$ cat src/rtl/opl3_slot_reader_pkg.sv
// rtl/opl3_slot_reader_pkg.sv - shared types for the slot parameter read sequencer
package opl3_slot_reader_pkg;

    localparam int NUM_SLOTS_DEFAULT = 36;
    localparam int SLOT_W_DEFAULT    = $clog2(NUM_SLOTS_DEFAULT);

    typedef logic [SLOT_W_DEFAULT-1:0] slot_idx_t;

    typedef enum logic [1:0] {
        IDLE,
        RUN,
        DRAIN
    } state_t;

    typedef struct packed {
        logic      valid;
        slot_idx_t slot;
    } inflight_t;

endpackage

$ cat src/rtl/slot_reader_fifo.sv
// rtl/slot_reader_fifo.sv - synchronous FIFO holding {slot, data} read results
module slot_reader_fifo #(
    parameter int WIDTH = 38,
    parameter int DEPTH = 4
) (
    input  logic                       clk,
    input  logic                       reset_n,
    input  logic                       push,
    input  logic [WIDTH-1:0]           push_data,
    input  logic                       pop,
    output logic [WIDTH-1:0]           pop_data,
    output logic                       full,
    output logic                       empty,
    output logic [$clog2(DEPTH+1)-1:0] count
);

    localparam int CW = $clog2(DEPTH + 1);
    localparam int PW = (DEPTH > 1) ? $clog2(DEPTH) : 1;

    logic [WIDTH-1:0] mem [DEPTH];
    logic [PW-1:0]    wr_ptr;
    logic [PW-1:0]    rd_ptr;
    logic             do_push;
    logic             do_pop;

    function automatic logic [PW-1:0] ptr_next(input logic [PW-1:0] p);
        return (p == PW'(DEPTH - 1)) ? '0 : p + 1'b1;
    endfunction

    // A full FIFO still accepts a push when the head leaves in the same cycle.
    assign do_pop   = pop && !empty;
    assign do_push  = push && (!full || do_pop);
    assign full     = (count == CW'(DEPTH));
    assign empty    = (count == '0);
    assign pop_data = mem[rd_ptr];

    // Storage array; contents are don't-care until written.
    always_ff @(posedge clk) begin
        if (do_push) begin
            mem[wr_ptr] <= push_data;
        end
    end

    // Pointers and occupancy.
    always_ff @(posedge clk or negedge reset_n) begin
        if (!reset_n) begin
            wr_ptr <= '0;
            rd_ptr <= '0;
            count  <= '0;
        end else begin
            if (do_push) begin
                wr_ptr <= ptr_next(wr_ptr);
            end
            if (do_pop) begin
                rd_ptr <= ptr_next(rd_ptr);
            end
            case ({do_push, do_pop})
                2'b10:   count <= count + 1'b1;
                2'b01:   count <= count - 1'b1;
                default: count <= count;
            endcase
        end
    end

endmodule

$ cat src/rtl/opl3_slot_param_reader.sv
// rtl/opl3_slot_param_reader.sv - per-sample sweep of the slot RAM onto a valid/ready stream (option: OPL3_SLOT_READER_STATS_EN)
module opl3_slot_param_reader
    import opl3_slot_reader_pkg::*;
#(
    parameter int DATA_WIDTH   = 32,
    parameter int NUM_SLOTS    = NUM_SLOTS_DEFAULT,
    parameter int READ_LATENCY = 1,
    parameter int FIFO_DEPTH   = 4
) (
    input  logic                         clk,
    input  logic                         reset_n,
    input  logic                         sample_clk_en,
    output logic                         mem_reb,
    output logic [$clog2(NUM_SLOTS)-1:0] mem_addrb,
    input  logic [DATA_WIDTH-1:0]        mem_dob,
    output logic                         slot_valid,
    input  logic                         slot_ready,
    output logic [DATA_WIDTH-1:0]        slot_data,
    output logic [$clog2(NUM_SLOTS)-1:0] slot_num,
    output logic                         busy,
    output logic                         overrun
`ifdef OPL3_SLOT_READER_STATS_EN
    ,
    output logic [15:0]                  overrun_count,
    output logic [15:0]                  stall_cycles
`endif
);

    localparam int SLOT_W = $clog2(NUM_SLOTS);
    localparam int CW     = $clog2(FIFO_DEPTH + 1);
    localparam int FW     = SLOT_W + DATA_WIDTH;
    localparam logic [SLOT_W-1:0] LAST_SLOT = SLOT_W'(NUM_SLOTS - 1);

    state_t            state;
    state_t            state_nxt;
    logic [SLOT_W-1:0] addr;
    logic              issue;
    logic              start;
    logic              drain_done;
    logic              pop;
    logic              cap_valid;
    logic [SLOT_W-1:0] cap_slot;
    logic [2:0]        inflight_cnt;
    logic              fifo_full;
    logic              fifo_empty;
    logic [CW-1:0]     fifo_count;
    logic [FW-1:0]     fifo_head;

    assign start = (state == IDLE) && sample_clk_en;
    assign pop   = !fifo_empty && slot_ready;

    // Reads are only issued when a FIFO slot is reserved for them; the current pop
    // is deliberately ignored so slot_ready never reaches mem_reb combinationally.
    always_comb begin
        state_nxt  = state;
        issue      = 1'b0;
        drain_done = 1'b0;
        if ((state == RUN) && !fifo_full &&
            ((int'(fifo_count) + int'(inflight_cnt)) < FIFO_DEPTH)) begin
            issue = 1'b1;
        end
        if ((inflight_cnt == '0) &&
            ((fifo_count == '0) || ((fifo_count == CW'(1)) && pop))) begin
            drain_done = 1'b1;
        end
        case (state)
            IDLE:    if (sample_clk_en) state_nxt = RUN;
            RUN:     if (issue && (addr == LAST_SLOT)) state_nxt = DRAIN;
            DRAIN:   if (drain_done) state_nxt = IDLE;
            default: state_nxt = IDLE;
        endcase
    end

    // Sweep state, read address and overrun pulse.
    always_ff @(posedge clk or negedge reset_n) begin
        if (!reset_n) begin
            state   <= IDLE;
            addr    <= '0;
            overrun <= 1'b0;
        end else begin
            state   <= state_nxt;
            overrun <= sample_clk_en && (state != IDLE);
            if (start) begin
                addr <= '0;
            end else if (issue && (addr != LAST_SLOT)) begin
                addr <= addr + 1'b1;
            end
        end
    end

    generate
        if (READ_LATENCY == 0) begin : g_lat0
            assign cap_valid    = issue;
            assign cap_slot     = addr;
            assign inflight_cnt = '0;
        end else begin : g_pipe
            logic [READ_LATENCY-1:0]             pv;
            logic [READ_LATENCY-1:0][SLOT_W-1:0] ps;

            // Follows each read through the RAM latency so data is tagged on arrival.
            always_ff @(posedge clk or negedge reset_n) begin
                if (!reset_n) begin
                    pv <= '0;
                    ps <= '0;
                end else begin
                    pv[0] <= issue;
                    ps[0] <= addr;
                    for (int i = 1; i < READ_LATENCY; i++) begin
                        pv[i] <= pv[i-1];
                        ps[i] <= ps[i-1];
                    end
                end
            end

            assign cap_valid    = pv[READ_LATENCY-1];
            assign cap_slot     = ps[READ_LATENCY-1];
            assign inflight_cnt = 3'($countones(pv));
        end
    endgenerate

    slot_reader_fifo #(
        .WIDTH (FW),
        .DEPTH (FIFO_DEPTH)
    ) u_fifo (
        .clk       (clk),
        .reset_n   (reset_n),
        .push      (cap_valid),
        .push_data ({cap_slot, mem_dob}),
        .pop       (pop),
        .pop_data  (fifo_head),
        .full      (fifo_full),
        .empty     (fifo_empty),
        .count     (fifo_count)
    );

    assign mem_reb    = issue;
    assign mem_addrb  = addr;
    assign busy       = (state != IDLE);
    assign slot_valid = !fifo_empty;
    assign slot_num   = fifo_empty ? '0 : fifo_head[FW-1:DATA_WIDTH];
    assign slot_data  = fifo_empty ? '0 : fifo_head[DATA_WIDTH-1:0];

`ifdef OPL3_SLOT_READER_STATS_EN
    // Saturating diagnostics: overruns since reset, stalled cycles since sweep start.
    always_ff @(posedge clk or negedge reset_n) begin
        if (!reset_n) begin
            overrun_count <= '0;
            stall_cycles  <= '0;
        end else begin
            if (overrun && (overrun_count != 16'hFFFF)) begin
                overrun_count <= overrun_count + 1'b1;
            end
            if (start) begin
                stall_cycles <= '0;
            end else if (slot_valid && !slot_ready && (stall_cycles != 16'hFFFF)) begin
                stall_cycles <= stall_cycles + 1'b1;
            end
        end
    end
`endif

endmodule

$ cat config.mk
export PLATFORM = sky130hd
export DESIGN_NAME = opl3_slot_param_reader
export DESIGN_NICKNAME = d
export VERILOG_FILES = /design/src/rtl/opl3_slot_reader_pkg.sv /design/src/rtl/slot_reader_fifo.sv /design/src/rtl/opl3_slot_param_reader.sv
export SDC_FILE = /design/constraint.sdc
export NUM_CORES = 1
export LEC_CHECK = 0
export BUFFER_PORTS_ARGS = -buffer_cell sky130_fd_sc_hd__buf_2
export CORE_UTILIZATION = 55
export CTS_CLUSTER_DIAMETER = 120
export DETAILED_ROUTE_END_ITERATION = 16
export PLACE_DENSITY = 0.79
export SYNTH_ARGS = -nofsm -noshare
export SYNTH_HDL_FRONTEND = slang
export SYNTH_SLANG_ARGS = --single-unit
export TNS_END_PERCENT = 1
$ cat constraint.sdc
create_clock -name clk -period 5.8 [get_ports clk]
set_input_delay 0.87 -clock clk [delete_from_list [all_inputs] [get_ports clk]]
set_output_delay 0.87 -clock clk [all_outputs]
set_load 0.02 [all_outputs]
==> flow_metrics.py <==
metrics = {
    "synthesis": {
        "avgSynthCellArea_sq_um": 20.2,
        "syn_inst": 340,
        "async_flop_share_pct": 13.1,
        "synth.net_count": 387,
        "post-synth-top-area-cell": "edfxtp_1",
        "synth_seq_cells": 175,
        "synth_most_common_cell": "edfxtp_1",
        "synth-compound-area-share_pct": 1.26,
        "synth_edf_count": 152,
        "synth_xor_area_share_pct": 0.509,
        "synth_cell_types": 34,
        "yosys-top-cells-count": "edfxtp_1 (152), and2_1 (43), mux4_2 (38)",
        "synth_simple_gate_area_share_pct": 5.95,
        "ys_seq_area_share_pct": 74.7,
        "syn-cell-area_sq_um": 6880,
        "synth_top_family_by_area": "multiplexers",
        "synthTopCellsByArea": "edfxtp_1 (66%), mux4_2 (12%), dfrtp_1 (8.4%)",
        "synth_warnings": 0,
        "synth.top_cell.area_share_pct": 66.4,
        "synthMuxAreaShare_pct": 13.2,
        "synth_flop_cell": "edfxtp_1",
        "synthAdderAreaFrac_pct": 2.00,
    },
    "detailed_routing": {
        "wl_met3_um": 478,
        "met2_length_mm": 5.90,
        "wl_mm": 11.5,
        "first_iter_violations": 186,
        "vias": 3318,
        "met1_length_mm": 4.94,
        "drt-pass1-iter-count": 4,
        "top_layer_used": "met4",
        "vias_per_cell": 5.42,
        "wire_per_inst_um": 18.8,
        "drc_errors": 0,
        "ant_nets": 0,
    },
    "cts": {
        "clk_pin_slew_ps": 60,
        "cts_tree": "done",
        "cts_hold_buf": 0,
        "h-tree-depth": 4,
        "numCtsBuffers": 17,
        "post_cts_resized": 0,
        "cts-root-buf": "clkbuf_16",
        "cts_setup_buffers": 0,
        "cts.sinks": 175,
        "clock_latency_ps": 420,
        "cts_max_path_buffers": 2,
    },
    "sta": {
        "final.period_utilization_pct": 57.1,
        "rsz0062_at_grt": "false",
        "slew_viol_final": 0,
        "skew_ps": 7.29,
        "fin_setup_tns_ps": 0,
        "relSlewSlack_pct": 29.5,
        "setup_viol": 0,
        "max_freq_mhz": 302,
        "finalCriticalPeriod_ps": 3310,
        "tightest_slew_ps": 1060,
        "hold_viol": 0,
    },
    "worst_setup_path": {
        "path_max_fanout": 36,
        "slowest_stage": "buf_4",
        "reg2reg_slack_ps": 3440,
        "start_kind": "register",
        "timing.rr.start": "u_fifo.count[0]",
        "endpoint_kind": "output pin",
        "cpPeakStageDelay_ps": 620,
        "r2r_cells": 5,
        "crit_type": "register to output pin",
        "crit_chain": "buf_4, mux4_2, and2_1, buf_2",
        "worstPathArrival_ps": 2440,
        "reg2reg_to": "u_fifo.mem[3][37]",
        "cp_data_required_time_ps": 4930,
    },
    "run": {
        "maxCapViolations": 0,
    },
    "placement": {
        "place.gp.congestion": 0.740,
        "place_hpwl_mm": 6.50,
        "port_buffers": 83,
        "place_area_sq_um": 7400,
    },
    "layout": {
        "nets": 478,
        "n_antenna_cell": 0,
        "final_layout_size_suffix_gt1_share_pct": 35.6,
        "area_growth_pct": 15.0,
        "fillers": 874,
        "stdcell_area_sq_um": 7910,
    },
    "grt": {
        "grt_start_max_net_pins": 41,
        "grt_pass1_vias": 3443,
        "grt_pass1_wl_mm": 17.8,
        "antenna_found_initial": 0,
        "grt_usage_pct": 19.3,
        "grt_overflow": 0,
    },
    "die": {
        "ios": 84,
        "die_area_sq_um": 13000,
        "core_area_sq_um": 12100,
        "core.rowCount": 40,
        "die_h_um": 114,
        "die_x_um": 114,
        "start_util_pct": 56.8,
    },
    "power": {
        "power_density_nw_per_um2": 565,
        "peakVddDrop_mv": 0.281,
        "power.leakage_nw": 2.87,
    },
    "outcome": {
        "outcome": "completed",
    },
    "min_path": {
        "min_path_type": "input port to asynchronous set/reset pin",
    },
}
==> worst max path at each step <==
| stage | startpoint | endpoint |
|---|---|---|
| 6_report | u_fifo.rd_ptr[0] | slot_data[2] |
| 5_1_grt | u_fifo.rd_ptr[0] | slot_data[7] |
| 4_1_cts | u_fifo.rd_ptr[0] | slot_data[2] |
| 3_5_place_dp | u_fifo.rd_ptr[0] | slot_data[2] |
| 3_3_place_gp | u_fifo.rd_ptr[0] | slot_data[2] |
| 2_1_floorplan | slot_ready | u_fifo.mem[0][0] |
==> registers in the layout, summed over array words and instances, names as in the netlist <==
signal,flops
cap_valid,1
mem_addrb,6
u_fifo.mem,152
u_fifo.wr_ptr,2
overrun,1
u_fifo.count,3
cap_slot,6
state,2
u_fifo.rd_ptr,2
==> placed cells by master (no fill, tap or decap), types with 2 or more instances in the layout <==
cell,synthesis,layout
a21oi_1,3,3
and2_1,43,39
and2_2,0,4
buf_2,2,83
buf_4,0,2
clkbuf_1,5,2
clkbuf_16,0,17
clkinv_1,0,3
clkinv_2,0,5
clkinvlp_4,0,4
dfrtp_1,23,21
dfrtp_2,0,2
edfxtp_1,152,152
ha_1,11,11
inv_1,10,10
mux2i_1,4,4
mux4_2,38,38
nand2_1,8,8
nand3_1,5,5
nor2_1,4,4
nor2b_1,2,2
o21ai_0,5,5
o31ai_1,2,2
xnor2_1,2,2
xor2_1,2,2
==> stage by stage <==
step / std cells / hold WS (ps) / total power [mW] / util, % / setup WS (ps)
after floorplan: 340 / 455 / 3.10 / - / 3370
after global placement: 580 / 432 / 3.51 / 61.1 / 2840
after detailed placement: 580 / 425 / 3.55 / 61.1 / 2860
after CTS: 612 / 423 / 4.53 / 65.3 / 2400
after global routing: 612 / 446 / 4.70 / 65.3 / 2320
final: 612 / 424 / 4.47 / 65.3 / 2490
==> per-layer routing <==
| layer | vias up | GRT usage, % |
|---|---|---|
| li1 | 1514 | - |
| met1 | 1713 | 24.1 |
| met2 | 77 | 32.4 |
| met3 | 14 | 4.94 |
| met4 | 0 | 7.97 |
| met5 | - | 0 |
==> where the power goes <==
group          internal, mW  switching, mW
Sequential             1.75          0.188
Combinational         0.672          0.891
Clock                 0.538          0.432
Total                  2.96           1.51
==> worst max-delay path: cells and delay by family (launching register included) <==
kind | cells | cell delay, ps
muxes | 1 | 600
and+or+nand+nor | 1 | 180
buffers and inverters | 2 | 780
DFF | 1 | 470
==> logic make-up after synthesis <==
family	Yosys count
compound gates	14
simple gates	70
fa+ha+maj	11
xor+xnor	4
buf+inv	23
flops	175
mux	43
==> final cells by class <==
type                    count  area [sq um]  area share (%)
flip-flops and latches    175          5140            65.0
multi-input cells         142          1580            20.0
clock buffers              19           433            5.47
repair buffers             85           430            5.44
well taps                 168           210            2.66
clock inverters            13          75.1           0.949
inverters                  10          37.5           0.475
No activity file was read; power rests on OpenSTA's default activity.
